**src/rtl/dnn_train_pkg.sv**
```systemverilog
// Shared types and helpers for the DNN training-data sequencer.
package dnn_train_pkg;

    typedef enum logic [1:0] {
        IDLE = 2'd0,
        RUN  = 2'd1,
        DONE = 2'd2
    } state_t;

    // Galois right-shift feedback masks for maximal-length LFSRs, indexed by width.
    function automatic logic [31:0] lfsr_taps(input int w);
        logic [31:0] t;
        case (w)
            1:       t = 32'h0000_0001;
            2:       t = 32'h0000_0003;
            3:       t = 32'h0000_0006;
            4:       t = 32'h0000_000C;
            5:       t = 32'h0000_0014;
            6:       t = 32'h0000_0030;
            7:       t = 32'h0000_0060;
            8:       t = 32'h0000_00B8;
            9:       t = 32'h0000_0110;
            10:      t = 32'h0000_0240;
            11:      t = 32'h0000_0500;
            12:      t = 32'h0000_0E08;
            13:      t = 32'h0000_1C80;
            14:      t = 32'h0000_3802;
            15:      t = 32'h0000_6000;
            16:      t = 32'h0000_D008;
            default: t = 32'h0000_0000;
        endcase
        return t;
    endfunction

    function automatic logic [31:0] sat_inc(input logic [31:0] v);
        return (v == 32'hFFFF_FFFF) ? v : v + 32'd1;
    endfunction

endpackage

```
**src/rtl/slice_sel.sv**
```systemverilog
// MSB-first slice selector: slice idx of an N-slice vector, zero when idx >= N or en is low.
module slice_sel #(
    parameter int W    = 4,
    parameter int N    = 16,
    parameter int IDXW = 5
) (
    input  logic [W*N-1:0] vec,
    input  logic [IDXW-1:0] idx,
    input  logic           en,
    output logic [W-1:0]   slice
);

    logic [W-1:0] hit [N];

    generate
        for (genvar gi = 0; gi < N; gi++) begin : g_slice
            assign hit[gi] = (en && idx == IDXW'(gi)) ? vec[(N-1-gi)*W +: W] : '0;
        end
    endgenerate

    always_comb begin
        slice = '0;
        for (int i = 0; i < N; i++) begin
            slice = slice | hit[i];
        end
    end

endmodule

```
**src/rtl/dnn_train_sequencer.sv**
```systemverilog
// Streams stored training cases into the DNN and scores its outputs per case/epoch/run.
// Optional SHUFFLE_EN: case order is the sequential index XORed with a per-epoch LFSR mask.
module dnn_train_sequencer
    import dnn_train_pkg::*;
#(
    parameter int NI        = 64,
    parameter int NO        = 4,
    parameter int A_W       = 4,
    parameter int Y_W       = 1,
    parameter int TC        = 32,
    parameter int CPC       = NI / A_W + 2,
    parameter int CMP_START = 2
) (
    input  logic                   clk,
    input  logic                   reset,
    input  logic                   wr_en,
    input  logic [$clog2(TC)-1:0]  wr_addr,
    input  logic [NI-1:0]          wr_a,
    input  logic [NO-1:0]          wr_y,
    input  logic                   start,
    input  logic [31:0]            max_cases,
    output logic [A_W-1:0]         a_in,
    output logic [Y_W-1:0]         y_in,
    input  logic [Y_W-1:0]         a_out,
    input  logic [Y_W-1:0]         y_out,
    output logic                   running,
    output logic                   done,
    output logic [$clog2(TC)-1:0]  case_idx,
    output logic [$clog2(CPC)-1:0] cycle_idx,
    output logic                   case_done,
    output logic                   case_err,
    output logic [31:0]            case_count,
    output logic [31:0]            err_total,
    output logic                   epoch_done,
    output logic [31:0]            epoch_err
);

    localparam int CW = $clog2(TC);
    localparam int KW = $clog2(CPC);

    logic [NI-1:0] mem_a [TC];
    logic [NO-1:0] mem_y [TC];

    state_t        state_reg, state_next;
    logic [CW-1:0] seq_reg;
    logic [CW-1:0] mask;
    logic [KW-1:0] cycle_reg;
    logic [31:0]   max_reg, count_reg, err_total_reg, epoch_acc_reg, epoch_err_reg;
    logic          flag_reg, case_done_reg, case_err_reg, epoch_done_reg;

    logic          start_go, last_cycle, cmp_hit, case_err_now, last_case, epoch_wrap;
    logic [CW-1:0] rd_idx;

    assign start_go     = start && (state_reg != RUN);
    assign last_cycle   = (state_reg == RUN) && (cycle_reg == KW'(CPC - 1));
    assign cmp_hit      = (state_reg == RUN) && (cycle_reg >= KW'(CMP_START)) && (a_out != y_out);
    // A mismatch seen in the final cycle still belongs to the case that is ending.
    assign case_err_now = flag_reg | cmp_hit;
    assign last_case    = ({1'b0, count_reg} + 33'd1) == {1'b0, max_reg};
    assign epoch_wrap   = (seq_reg == CW'(TC - 1));
    assign rd_idx       = seq_reg ^ mask;

    always_ff @(posedge clk) begin
        if (wr_en && state_reg != RUN) begin
            mem_a[wr_addr] <= wr_a;
            mem_y[wr_addr] <= wr_y;
        end
    end

    always_comb begin
        state_next = state_reg;
        case (state_reg)
            IDLE, DONE: begin
                if (start) begin
                    state_next = (max_cases != 32'd0) ? RUN : DONE;
                end
            end
            RUN: begin
                if (last_cycle && last_case) begin
                    state_next = DONE;
                end
            end
            default: state_next = IDLE;
        endcase
    end

    always_ff @(posedge clk) begin
        if (reset) begin
            state_reg      <= IDLE;
            seq_reg        <= '0;
            cycle_reg      <= '0;
            max_reg        <= '0;
            count_reg      <= '0;
            err_total_reg  <= '0;
            epoch_acc_reg  <= '0;
            epoch_err_reg  <= '0;
            flag_reg       <= 1'b0;
            case_done_reg  <= 1'b0;
            case_err_reg   <= 1'b0;
            epoch_done_reg <= 1'b0;
        end else begin
            state_reg      <= state_next;
            case_done_reg  <= 1'b0;
            epoch_done_reg <= 1'b0;
            if (start_go) begin
                seq_reg       <= '0;
                cycle_reg     <= '0;
                max_reg       <= max_cases;
                count_reg     <= '0;
                err_total_reg <= '0;
                epoch_acc_reg <= '0;
                epoch_err_reg <= '0;
                flag_reg      <= 1'b0;
                case_err_reg  <= 1'b0;
            end else if (state_reg == RUN) begin
                if (cmp_hit) begin
                    flag_reg <= 1'b1;
                end
                if (last_cycle) begin
                    cycle_reg     <= '0;
                    seq_reg       <= seq_reg + CW'(1);
                    count_reg     <= sat_inc(count_reg);
                    case_done_reg <= 1'b1;
                    case_err_reg  <= case_err_now;
                    flag_reg      <= 1'b0;
                    if (case_err_now) begin
                        err_total_reg <= sat_inc(err_total_reg);
                    end
                    if (epoch_wrap) begin
                        epoch_done_reg <= 1'b1;
                        epoch_err_reg  <= case_err_now ? sat_inc(epoch_acc_reg) : epoch_acc_reg;
                        epoch_acc_reg  <= '0;
                    end else if (case_err_now) begin
                        epoch_acc_reg <= sat_inc(epoch_acc_reg);
                    end
                end else begin
                    cycle_reg <= cycle_reg + KW'(1);
                end
            end
        end
    end

`ifdef SHUFFLE_EN
    localparam logic [CW-1:0] TAPS = CW'(lfsr_taps(CW));
    logic [CW-1:0] mask_reg;

    // Mask is fixed for a whole epoch, so each epoch is still a permutation of all cases.
    always_ff @(posedge clk) begin
        if (reset || start_go) begin
            mask_reg <= CW'(1);
        end else if (last_cycle && epoch_wrap) begin
            mask_reg <= mask_reg[0] ? ((mask_reg >> 1) ^ TAPS) : (mask_reg >> 1);
        end
    end
    assign mask = mask_reg;
`else
    assign mask = '0;
`endif

    slice_sel #(.W(A_W), .N(NI / A_W), .IDXW(KW)) u_a_sel (
        .vec   (mem_a[rd_idx]),
        .idx   (cycle_reg),
        .en    (state_reg == RUN),
        .slice (a_in)
    );

    slice_sel #(.W(Y_W), .N(NO / Y_W), .IDXW(KW)) u_y_sel (
        .vec   (mem_y[rd_idx]),
        .idx   (cycle_reg),
        .en    (state_reg == RUN),
        .slice (y_in)
    );

    assign running    = (state_reg == RUN);
    assign done       = (state_reg == DONE);
    assign case_idx   = rd_idx;
    assign cycle_idx  = cycle_reg;
    assign case_done  = case_done_reg;
    assign case_err   = case_err_reg;
    assign case_count = count_reg;
    assign err_total  = err_total_reg;
    assign epoch_done = epoch_done_reg;
    assign epoch_err  = epoch_err_reg;

endmodule

```
**config.mk**
```make
export PLATFORM = sky130hd
export DESIGN_NAME = dnn_train_sequencer
export DESIGN_NICKNAME = d
export VERILOG_FILES = /design/src/rtl/dnn_train_pkg.sv /design/src/rtl/slice_sel.sv /design/src/rtl/dnn_train_sequencer.sv
export SDC_FILE = /design/constraint.sdc
export NUM_CORES = 2
export LEC_CHECK = 0
export ABC_AREA = 1
export BUFFER_PORTS_ARGS = -buffer_cell sky130_fd_sc_hd__buf_4
export CORE_ASPECT_RATIO = 1.4
export CORE_UTILIZATION = 35
export CTS_CLUSTER_DIAMETER = 120
export DETAILED_ROUTE_END_ITERATION = 16
export HOLD_SLACK_MARGIN = 0.1
export MAX_ROUTING_LAYER = met4
export PLACE_DENSITY = 0.49
export SLEW_MARGIN = 0
export SYNTH_ARGS = -nofsm -noshare
export SYNTH_HDL_FRONTEND = slang
export SYNTH_SLANG_ARGS = --single-unit
```
**constraint.sdc**
```tcl
create_clock -name clk -period 4.6 [get_ports clk]
set_input_delay 0 -clock clk [delete_from_list [all_inputs] [get_ports clk]]
set_output_delay 0 -clock clk [all_outputs]
set_load 0.02 [all_outputs]
```
==> flow_summary.rst <==
.. list-table::
   :header-rows: 1

   * - Metric
     - Value
   * - Final WS setup
     - 0.147 ns
   * - Final Net Count
     - about 8300
   * - Leakage
     - 36.7 nW
   * - Row Count
     - 225
   * - Dpl hpwl
     - 172000 um
   * - Clock insertion delay at the later pin of the skew report
     - between 0.9 and 1 ns
   * - Setup repair after global routing missed its margin
     - false
   * - Ratio of cells with drive above 1 in the final layout
     - around a tenth
   * - Horizontal die dimension
     - roughly 440 um
   * - Total of warnings raised by yosys
     - 0
   * - Portion of the post-synthesis area used by sequential elements
     - 72.7%
   * - Max-cap viol count
     - 0
   * - Number of optimization iterations in the first detailed-route pass
     - 6
   * - Minimum setup slack after placement
     - 0.715 ns
   * - Synth cell types
     - 53
   * - Post-synthesis cell count
     - 7773
   * - First-pass GRT wire length
     - 465000 um
   * - Worst-path maximum fanout
     - 176
   * - DRC
     - 0
   * - RePlAce Congestion
     - 0.903
   * - Number of enable flip-flop cells after synthesis
     - around 2200
   * - Die boundary height
     - 618 um
   * - Post-synthesis sequential element count
     - around 2400
   * - CTS sink count
     - about 2400
   * - First DRT Iteration DRCs
     - 6810
   * - Hold Path End
     - mem_a[27][48]
   * - Capturing element type of the critical path
     - primary output
   * - Worst EP required
     - 4.60 ns
   * - Fill cell count
     - 25000
   * - Vias in the first global route
     - roughly 64000
   * - Achievable Freq
     - between 200 and 250 MHz
   * - Crit path DAT
     - about 4.5 ns
   * - Number of buffers inserted by post-CTS setup repair
     - 0
   * - Clock transition at the registers of the reported paths
     - 0.06 ns
   * - Clock H-tree levels
     - 4
   * - Most used DFF post-synth
     - sky130_fd_sc_hd__edfxtp_1
   * - R2r setup slk
     - 1.18 ns
   * - Count of port buffers added during placement
     - 226
   * - Final hold violation count
     - 0
   * - Depth of the most critical reg-to-reg path
     - 16
   * - Async set-or-reset flop fraction in the synthesized netlist
     - 0%
   * - Starting density of the core
     - a little over a third
   * - Standard cell core area
     - 269000 um2
   * - Worst r2r src
     - case_count[0]
   * - Routed wire length
     - 325000 um
   * - Number of antenna violations at the first check in global routing
     - 22
   * - Critical path startpoint category
     - flip-flop
   * - Pin count of the biggest net entering global routing
     - 177
   * - Worst-case headroom to the max-slew limit
     - a little under a quarter
   * - I/O pins
     - ~230
   * - Power density over the cells
     - 389 nW/um2
   * - Average via count per standard cell
     - roughly 5.6
   * - Total congestion overflow after global routing
     - 0
   * - Endpoints failing setup
     - 0
   * - Worst min-delay path class
     - in2reg
   * - Maximum clock insertion buffer count
     - 4
   * - Syn nets
     - 7894
   * - Via total after detailed routing
     - 66400
   * - Total Power
     - 0.0435 W
   * - Total CTS buffers
     - ~230
   * - Most common cell after layout, fill and taps aside
     - sky130_fd_sc_hd__edfxtp_1
   * - Die Footprint
     - 273000 um2
   * - Worst setup path class
     - reg2out
   * - Max VDD drop
     - roughly 0.33 mV
   * - Clock period minus final worst setup slack
     - 4.45 ns
   * - Worst hold path cell count
     - 2
   * - GR Util All Layers
     - 23.9%
   * - CTS tree
     - built
   * - Wirelength per Cell
     - 27.3 um
   * - Sum of negative setup slack
     - 0 ns
   * - Reg2reg end
     - state_reg[1]
   * - Final slew viol count
     - 0
   * - Cell area after technology mapping
     - between 90000 and 100000 um2
   * - Post-route ant nets
     - 0
   * - Area delta synth->final
     - 17.8%
   * - Register ranked first by flip-flop count
     - mem_a
   * - Most frequent cells in the layout
     - sky130_fd_sc_hd__edfxtp_1, sky130_fd_sc_hd__nor2_1, sky130_fd_sc_hd__o21ai_0, sky130_fd_sc_hd__nand2_1, sky130_fd_sc_hd__o22ai_1
   * - Fraction of the cycle the final worst path needs
     - 96.8%
   * - Run status
     - complete, no violations
   * - Startpoint of the most critical hold path
     - wr_a[48]
   * - Average cell area after synthesis
     - about 12 um2
   * - Transition time of the tightest slew-check pin
     - 1.15 ns
   * - Post-route clock skew
     - 0.0344 ns
   * - Largest register FFs
     - just over 2000
   * - Fraction of the core area covered by cells at the end of the flow
     - 41.5%
   * - Leading registers by flop count
     - mem_a (2048), mem_y (128)
   * - Clock root cell
     - sky130_fd_sc_hd__clkbuf_16
-- stage by stage --
stage          instances  area, um2  hold slack, ns
6_report           11900     112000           0.134
5_1_grt            11900     112000           0.123
4_1_cts            11900     112000           0.102
3_5_place_dp       11200     102000           0.280
3_3_place_gp       11200     102000           0.273
2_1_floorplan       7773      94800          0.0989
-- power breakdown --
group / internal [W] / leakage (nW) / switching [W] / total, W
clock: 0.0106 / 3.55 / 0.00834 / 0.0189
combinational: 0.000297 / 12.1 / 0.000688 / 0.000985
sequential: 0.0235 / 21.1 / 0.0000408 / 0.0236
-- logic make-up after synthesis --
group                    synth area share, %
AO/OA/AOI/OAI                           12.6
XOR/XNOR                               0.455
adder cells (fa/ha/maj)                0.132
buffers and inverters                   3.05
flip-flops                              72.7
AND/OR/NAND/NOR                         11.0
-- cell usage after synthesis (all sizes together), types with 2 or more instances --
cell type	number	area share [%]
edfxtp	2176	69
nor2	1400	5.7
o21ai	1312	6.9
nand2	721	2.9
o22ai	431	2.8
nand3	303	1.6
clkbuf	279	1.1
buf	232	1.2
inv	184	0.73
dfxtp	181	3.8
o221ai	134	1.2
a21oi	108	0.57
o211ai	79	0.63
xor2	39	0.36
nor3	38	0.22
nand4	37	0.26
a211oi	26	0.21
nor4	23	0.15
a31oi	17	0.12
ha	10	0.13
nand3b	8	0.063
or2	7	0.046
xnor2	5	0.046
nor3b	4	0.032
o21a	4	0.032
and3	3	0.020
a21o	2	0.016
a221oi	2	0.018
-- area by class of cell --
cell class	count	area, um2	area share, %
clock inverters	147	1360	1.22
flip-flops and latches	2357	69000	61.8
diodes	18	45.0	0.0403
well taps	3518	4400	3.94
inverters	185	738	0.661
multi-input cells	4720	23200	20.8
repair inverters	1	8.76	0.00784
clock buffers	270	5950	5.33
repair buffers	680	6970	6.24
-- critical path: stages, from the launching register on --
cell                       delay [ns]
sky130_fd_sc_hd__dfxtp_4         0.64
sky130_fd_sc_hd__buf_12          0.53
sky130_fd_sc_hd__o21ai_0         0.22
sky130_fd_sc_hd__o221ai_1        0.22
sky130_fd_sc_hd__nand3_1         0.18
sky130_fd_sc_hd__o211ai_1        0.21
sky130_fd_sc_hd__nand3_1         0.42
sky130_fd_sc_hd__nand4_1         0.28
sky130_fd_sc_hd__nor2_1          0.07
sky130_fd_sc_hd__nand2_1         0.28
sky130_fd_sc_hd__buf_4           0.21
-- how the worst max path moves through the flow --
| stage | from | end | depth (start not counted) |
|---|---|---|---|
| 2_1_floorplan | state_reg[1] | mem_a[0][0] | 4 |
| 3_3_place_gp | flip-flop | a_in[0] | 13 |
| 3_5_place_dp | flip-flop | a_in[0] | 13 |
| 4_1_cts | flip-flop | a_in[1] | 13 |
| 5_1_grt | flip-flop | a_in[0] | 13 |
| 6_report | flip-flop | a_in[1] | 10 |
-- what timing repair did --
item,in CTS,in global routing
endpoints found under the hold margin,2396,0
hold buffers,226,0
setup endpoints to repair,2,1
resized for setup,1,3
cloned,1,0
-- routing by layer --
metal / wire, um / track usage, % / vias up
met5: 0 / - / -
met4: 10400 / 7.25 / 0
met3: 19400 / 2.92 / 488
met2: 159000 / 39.5 / 2420
met1: 137000 / 30.7 / 34000
li1: - / - / 29500
(Power assumes the default switching activity.)
